## config.mk

```make
export PLATFORM = sky130hd
export DESIGN_NAME = pcre_nfa_engine_flat
export DESIGN_NICKNAME = d
export VERILOG_FILES = /design/src/rtl/pcre_nfa_pkg.sv /design/src/rtl/pcre_nfa_engine_if.sv /design/src/rtl/pcre_nfa_cell.sv /design/src/rtl/pcre_nfa_engine.sv /design/src/flat_wrapper.sv
export SDC_FILE = /design/constraint.sdc
export NUM_CORES = 1
export LEC_CHECK = 0
export CAP_MARGIN = 20
export CORE_UTILIZATION = 35
export CTS_CLUSTER_SIZE = 14
export DETAILED_ROUTE_END_ITERATION = 10
export PLACE_DENSITY = 0.74
export SYNTH_ARGS = -nofsm -noshare
export SYNTH_HDL_FRONTEND = slang
export SYNTH_SLANG_ARGS = --single-unit
```

## constraint.sdc

```tcl
create_clock -name clk -period 2.2 [get_ports clk]
set_clock_uncertainty 0.1 [all_clocks]
set_input_delay 0.33 -clock clk [delete_from_list [all_inputs] [get_ports clk]]
set_output_delay 0.33 -clock clk [all_outputs]
set_load 0.03 [all_outputs]
```

## src/rtl/pcre_nfa_pkg.sv

```systemverilog
// Shared definitions for the payload NFA engines: class-decoder line indices
// and helpers for building pattern parameters.
package pcre_nfa_pkg;

    localparam int N_CLASS_DEF = 128;

    // Printable ASCII literals occupy lines 0..95 (byte - 0x20); classes follow.
    localparam int CLS_LIT_BASE = 0;
    localparam int CLS_ANY      = 109;
    localparam int CLS_SPACE    = 110;
    localparam int CLS_DIGIT    = 111;
    localparam int CLS_WORD     = 112;

    function automatic logic [7:0] cls_lit(logic [7:0] ch);
        return ch - 8'h20 + 8'(CLS_LIT_BASE);
    endfunction

    // Entry i of the result lands at bits [i*8 +: 8].
    function automatic logic [31:0] pack4(logic [7:0] c0, logic [7:0] c1,
                                          logic [7:0] c2, logic [7:0] c3);
        return {c3, c2, c1, c0};
    endfunction

    function automatic int max_run(logic [255:0] m, int n);
        int run;
        int best;
        run  = 0;
        best = 0;
        for (int i = 0; i < n; i++) begin
            run = m[i] ? run + 1 : 0;
            if (run > best) best = run;
        end
        return best;
    endfunction

endpackage

```

## src/rtl/pcre_nfa_engine_if.sv

```systemverilog
// Byte stream in, match result out, between the class decoder and one rule engine.
interface pcre_nfa_engine_if #(
    parameter int N_CLASS = 128,
    parameter int OFF_W   = 16
);
    logic               en;
    logic               eop;
    logic [N_CLASS-1:0] cls;
    logic               match;
    logic [OFF_W-1:0]   match_off;
    logic               done;
    logic               done_match;

    modport master (output en, eop, cls, input match, match_off, done, done_match);
    modport slave  (input en, eop, cls, output match, match_off, done, done_match);
endinterface

```

## src/rtl/pcre_nfa_cell.sv

```systemverilog
// One NFA state: armed by its entry or its own self-loop, qualified by its class line.
module pcre_nfa_cell #(
    parameter logic LOOP = 1'b0
) (
    input  logic clk,
    input  logic clr,
    input  logic act,
    input  logic cls_hit,
    input  logic entry,
    output logic s,
    output logic d
);

    assign d = cls_hit & (entry | (LOOP & s));

    always_ff @(posedge clk or posedge clr) begin
        if (clr)      s <= 1'b0;
        else if (act) s <= d;
    end

endmodule

```

## src/rtl/pcre_nfa_engine.sv

```systemverilog
// Parametrised one-hot NFA payload matcher with depth limit, anchoring,
// sticky first-match offset and end-of-payload result strobe.
module pcre_nfa_engine
    import pcre_nfa_pkg::*;
#(
    parameter int                      N_CLASS     = N_CLASS_DEF,
    parameter int                      N_STATES    = 40,
    parameter logic [N_STATES*8-1:0]   STATE_CLASS = '0,
    parameter logic [N_STATES-1:0]     LOOP        = '0,
    parameter logic [N_STATES-1:0]     OPT         = '0,
    parameter logic                    ANCHORED    = 1'b0,
    parameter int                      DEPTH       = 0,
    parameter int                      OFF_W       = 16
) (
    input logic              clk,
    input logic              sod,
    pcre_nfa_engine_if.slave bus
);

    if (N_STATES < 1 || N_STATES > 256) begin : g_nstates_chk
        $error("pcre_nfa_engine: N_STATES must be 1..256");
    end
    if (OFF_W < 1 || OFF_W > 32) begin : g_offw_chk
        $error("pcre_nfa_engine: OFF_W must be 1..32");
    end
    // The OPT bypass ripples combinationally; long runs break timing.
    if (max_run(256'(OPT), N_STATES) > 4) begin : g_opt_chk
        $error("pcre_nfa_engine: more than 4 consecutive optional states");
    end

    logic [OFF_W-1:0]    cnt;
    logic                act;
    logic                start;
    logic                hit;
    logic [N_STATES-1:0] s;
    logic [N_STATES-1:0] d;
    logic [N_STATES-1:0] e;
    logic                unused_cls;

    assign unused_cls = ^bus.cls;

    assign act   = bus.en & ((DEPTH == 0) || (33'(cnt) < 33'(DEPTH)));
    assign start = ANCHORED ? (cnt == '0) : 1'b1;

    always_comb begin
        e    = '0;
        e[0] = start;
        for (int i = 1; i < N_STATES; i++)
            e[i] = s[i-1] | (OPT[i-1] & e[i-1]);
    end

    for (genvar i = 0; i < N_STATES; i++) begin : g_state
        localparam int CI = int'(STATE_CLASS[i*8 +: 8]);
        if (CI >= N_CLASS) begin : g_cls_chk
            $error("pcre_nfa_engine: STATE_CLASS entry out of range");
        end
        pcre_nfa_cell #(.LOOP(LOOP[i])) u_cell (
            .clk     (clk),
            .clr     (sod),
            .act     (act),
            .cls_hit (bus.cls[CI]),
            .entry   (e[i]),
            .s       (s[i]),
            .d       (d[i])
        );
    end

    // Accept on the completing byte itself rather than on the next one.
    assign hit = act & (d[N_STATES-1] | (OPT[N_STATES-1] & e[N_STATES-1]));

    always_ff @(posedge clk or posedge sod) begin
        if (sod) begin
            cnt            <= '0;
            bus.match      <= 1'b0;
            bus.match_off  <= '0;
            bus.done       <= 1'b0;
            bus.done_match <= 1'b0;
        end else begin
            if (bus.en && cnt != '1) cnt <= cnt + 1'b1;
            if (hit && !bus.match) begin
                bus.match     <= 1'b1;
                bus.match_off <= cnt;
            end
            bus.done       <= bus.en & bus.eop;
            bus.done_match <= bus.en & bus.eop & (bus.match | hit);
        end
    end

endmodule

```

## src/flat_wrapper.sv

```systemverilog
// flat-port wrapper written by rule: the top's interface ports become plain ports
module pcre_nfa_engine_flat import pcre_nfa_pkg::*;
#(
    parameter int                      N_CLASS     = N_CLASS_DEF,
    parameter int                      N_STATES    = 40,
    parameter logic [N_STATES*8-1:0]   STATE_CLASS = '0,
    parameter logic [N_STATES-1:0]     LOOP        = '0,
    parameter logic [N_STATES-1:0]     OPT         = '0,
    parameter logic                    ANCHORED    = 1'b0,
    parameter int                      DEPTH       = 0,
    parameter int                      OFF_W       = 16
)
  (clk, sod, bus_en, bus_eop, bus_cls, bus_match, bus_match_off, bus_done, bus_done_match);
  pcre_nfa_engine_if #(.N_CLASS(N_CLASS), .OFF_W(OFF_W)) bus_i ();
  input logic clk;
  input logic sod;
  input wire logic [$bits(bus_i.en)-1:0] bus_en;
  input wire logic [$bits(bus_i.eop)-1:0] bus_eop;
  input wire logic [$bits(bus_i.cls)-1:0] bus_cls;
  output wire logic [$bits(bus_i.match)-1:0] bus_match;
  output wire logic [$bits(bus_i.match_off)-1:0] bus_match_off;
  output wire logic [$bits(bus_i.done)-1:0] bus_done;
  output wire logic [$bits(bus_i.done_match)-1:0] bus_done_match;
  assign bus_i.en = bus_en;
  assign bus_i.eop = bus_eop;
  assign bus_i.cls = bus_cls;
  assign bus_match = bus_i.match;
  assign bus_match_off = bus_i.match_off;
  assign bus_done = bus_i.done;
  assign bus_done_match = bus_i.done_match;
  pcre_nfa_engine #(.N_CLASS(N_CLASS), .N_STATES(N_STATES), .STATE_CLASS(STATE_CLASS), .LOOP(LOOP), .OPT(OPT), .ANCHORED(ANCHORED), .DEPTH(DEPTH), .OFF_W(OFF_W)) u_core (.clk(clk), .sod(sod), .bus(bus_i));
endmodule
```

==> summary.md <==
| Metric | Value |
|---|---|
| Worst setup path class | `reg2out` |
| Final Max Slew Viols | `0` |
| Seq/Total Area, Yosys | `60.6%` |
| Nets | `440` |
| Post-Syn Instances | `275` |
| Vias per inst | `4.73` |
| F_max | `0.547 GHz` |
| Clk sinks | `74` |
| Core area | `8340 µm²` |
| Total number of vias | `1968` |
| DR WL met2 | `2270 µm` |
| Synth Area in Compound Gates | `7.58%` |
| Final Power | `0.00296 W` |
| Syn Nets | `408` |
| PortBufs | `23` |
| Setup TNS | `0 ns` |
| Synthesis-to-finish area growth | `20.3%` |
| Routed len/inst | `12.2 µm` |
| Gr ovfl total | `0` |
| Detail Route Antenna Nets | `0` |
| Fin util | `44.1%` |
| Final hold vios | `0` |
| WP data arrival | `1.40 ns` |
| Reg2reg setup slack | `0.46 ns` |
| Final min period | `1.83 ns` |
| VDD IR-drop max | `0.271 mV` |
| Buf/Inv on CP | `1` |
| PostCTS Resize Cnt | `0` |
| Post-DP HPWL | `3480 µm` |
| Top Layer Used | `met4` |
| Max Root-Sink Buffers | `2` |
| Pre-antenna DRT Iters | `4` |
| Post-synthesis mux area share | `6.76%` |
| Met1 wire length | `2540 µm` |
| Final critical-path share of the clock period | `83.1%` |
| Worst-path cell chain | `clkdlybuf4s50_1` |
| Static Leak | `1.67 nW` |
| Worst min-delay path class | `in2async` |
| RSZ-0062 raised after global routing | `false` |
| Largest net degree at the start of global routing | `38` |
| Drt total wl | `5090 µm` |
| Status | `finished clean` |
| Post-CTS Setup Inserts | `0` |
| Placed instance area | `3450 µm²` |
| First-pass GRT wire length | `8910 µm` |
| Initial antenna violation count | `0` |
| Commonest non-fill, non-tap cells in the layout | `74 x dfrtp_1, 39 x inv_1, 38 x nand2_1, 38 x o21ai_0, 23 x clkdlybuf4s50_1` |
| Startpoint types | `flip-flop` |
| Mapped cell area | `3050 µm²` |
| Ant. Diodes | `0` |
| CP peak stage delay | `0.68 ns` |
| IO Pins | `151` |
| Least-Margin Pin Slew | `0.621 ns` |
| Synth Area in Simple Gates | `13.7%` |
| Final instance area | `3670 µm²` |
| Layout cell share with drive strength beyond 1 | `15.8%` |
| H-tree depth | `3` |
| Die height | `95.4 µm` |
| Syn Area/Cell | `11.1 µm²` |
| Power density over the cells | `806 nW/µm²` |
| Routed wl met3 | `185 µm` |
| CTS Buf Count | `9` |
| Root buffer cell | `clkbuf_8` |
| Crit-path max FO | `3` |
| Synth Area in XOR/XNOR | `4.30%` |
| CP delay by family, top | `buffers and inverters` |
| TritonCTS clock tree | `done` |
| Final weighted congestion in routability-driven placement | `0.865` |
| Hold buffer count at cts | `0` |
| Main combinational cell family by area after synthesis | `simple AND/OR/NAND/NOR gates` |
| Crit-path slowest cell | `clkdlybuf4s50_1` |
| Library cells used by synthesis | `30` |
| # rows | `33` |
| Final setup fails | `0` |
| Yosys Warn Count | `0` |
| DIE AREA | `9100 µm²` |
| DRC viols | `0` |
| Slew HR | `58.5%` |
| DIE WIDTH | `95.4 µm` |
| Seq cells post-synth | `74` |
| Worst setup EP type | `output port` |
| CTS clk-pin slew, worst paths | `0.07 ns` |
| Initial Utilization | `36.6%` |
| Max-Cap Viols | `0` |
| Iter 0 DRT Violations | `93` |
| Number of global-route vias before repair | `1947` |
| Required time worst endpoint | `1.77 ns` |
| FILL cells | `774` |
| Later-pin clock latency in the skew report | `0.34 ns` |
| Total track usage | `12.8%` |
| Adder-Cell Fraction of Synth Area | `0.410%` |
| Commonest non-fill, non-tap cell in the layout | `dfrtp_1` |
==> layer usage <==
layer  vias to the layer above  track usage [%]
met2                        33             18.4
li1                        960                -
met5                         -                0
met1                       969             17.8
met3                         6             3.51
met4                         0             5.97
==> power breakdown <==
part / internal [W] / leakage [nW] / switching [W]
Combinational: 0.000132 / 0.538 / 0.000142
Sequential: 0.00144 / 1.01 / 0.000120
Clock: 0.000673 / 0.115 / 0.000456
Total: 0.00224 / 1.67 / 0.000717
==> path summary, 6_finish.rpt <==
path | from | endpoint | cells past startpoint
setup / recovery | u_core.bus.match | bus_match | 1
hold / removal | sod | u_core.g_state[13].u_cell.s | 2
setup reg to reg | u_core.cnt[0] | u_core.cnt[1] | 4
hold reg to reg | u_core.g_state[35].u_cell.s | u_core.g_state[36].u_cell.s | 2
max in group asynchronous | sod | u_core.cnt[6] | 3
min in group clk | u_core.g_state[35].u_cell.s | u_core.g_state[36].u_cell.s | 2
==> flip-flops by register name, indices dropped and copies added (netlist names) <==
signal and cells:
u_core.g_state.u_cell.s 39, u_core.bus.match_off 16, u_core.bus.done 1, u_core.bus.done_match 1, u_core.bus.match 1, u_core.cnt 16
==> logic make-up (layout without fill, tap and decap cells) <==
| group | after synthesis | count (layout) |
|---|---|---|
| simple gates | 76 | 76 |
| flops | 74 | 74 |
| buf+inv | 50 | 86 |
| compound gates | 41 | 41 |
| mux | 18 | 18 |
| xor+xnor | 15 | 15 |
| fa+ha+maj | 1 | 1 |
==> cell type report <==
cell class                 count  area (µm²)  area share, %
clock buffer                  14         193           5.24
clock inverter                 1        30.0          0.817
inverter                      40         154           4.19
multi-input combinational    151        1000           27.2
sequential                    74        1850           50.4
tap                          105         131           3.58
timing repair buffer          31         315           8.58
==> stage by stage <==
step           worst slack, ns  hold WS [ns]  std cells
2_1_floorplan            0.623         0.350        275
4_1_cts                  0.355         0.327        416
3_3_place_gp            0.0885         0.360        401
5_1_grt                  0.317         0.357        416
3_5_place_dp            0.0446         0.371        401
6_report                 0.372         0.311        416
==> synthesized netlist by cell type <==
master / n / area share, %
a21o_1: 1 / 0.25
a31oi_1: 1 / 0.20
and2_1: 3 / 0.61
and3_1: 1 / 0.20
and3_2: 1 / 0.25
and4_1: 2 / 0.57
and4_2: 1 / 0.33
buf_2: 1 / 0.16
buf_4: 1 / 0.25
clkbuf_1: 7 / 0.86
clkbuf_8: 1 / 0.45
dfrtp_1: 74 / 61
ha_1: 1 / 0.41
inv_1: 40 / 4.9
mux2_2: 17 / 6.3
mux2_4: 1 / 0.49
nand2_1: 38 / 4.7
nand3_1: 8 / 1.3
nand3b_4: 1 / 0.66
nand4_1: 8 / 1.6
nand4_2: 1 / 0.41
nand4_4: 2 / 1.4
nand4b_1: 1 / 0.29
nor2_1: 6 / 0.74
nor4_1: 2 / 0.41
o21ai_0: 38 / 6.2
o41ai_4: 1 / 0.90
or3_1: 1 / 0.20
xnor2_1: 10 / 2.9
xor2_1: 5 / 1.4
No activity file was read; power rests on OpenSTA's default activity.
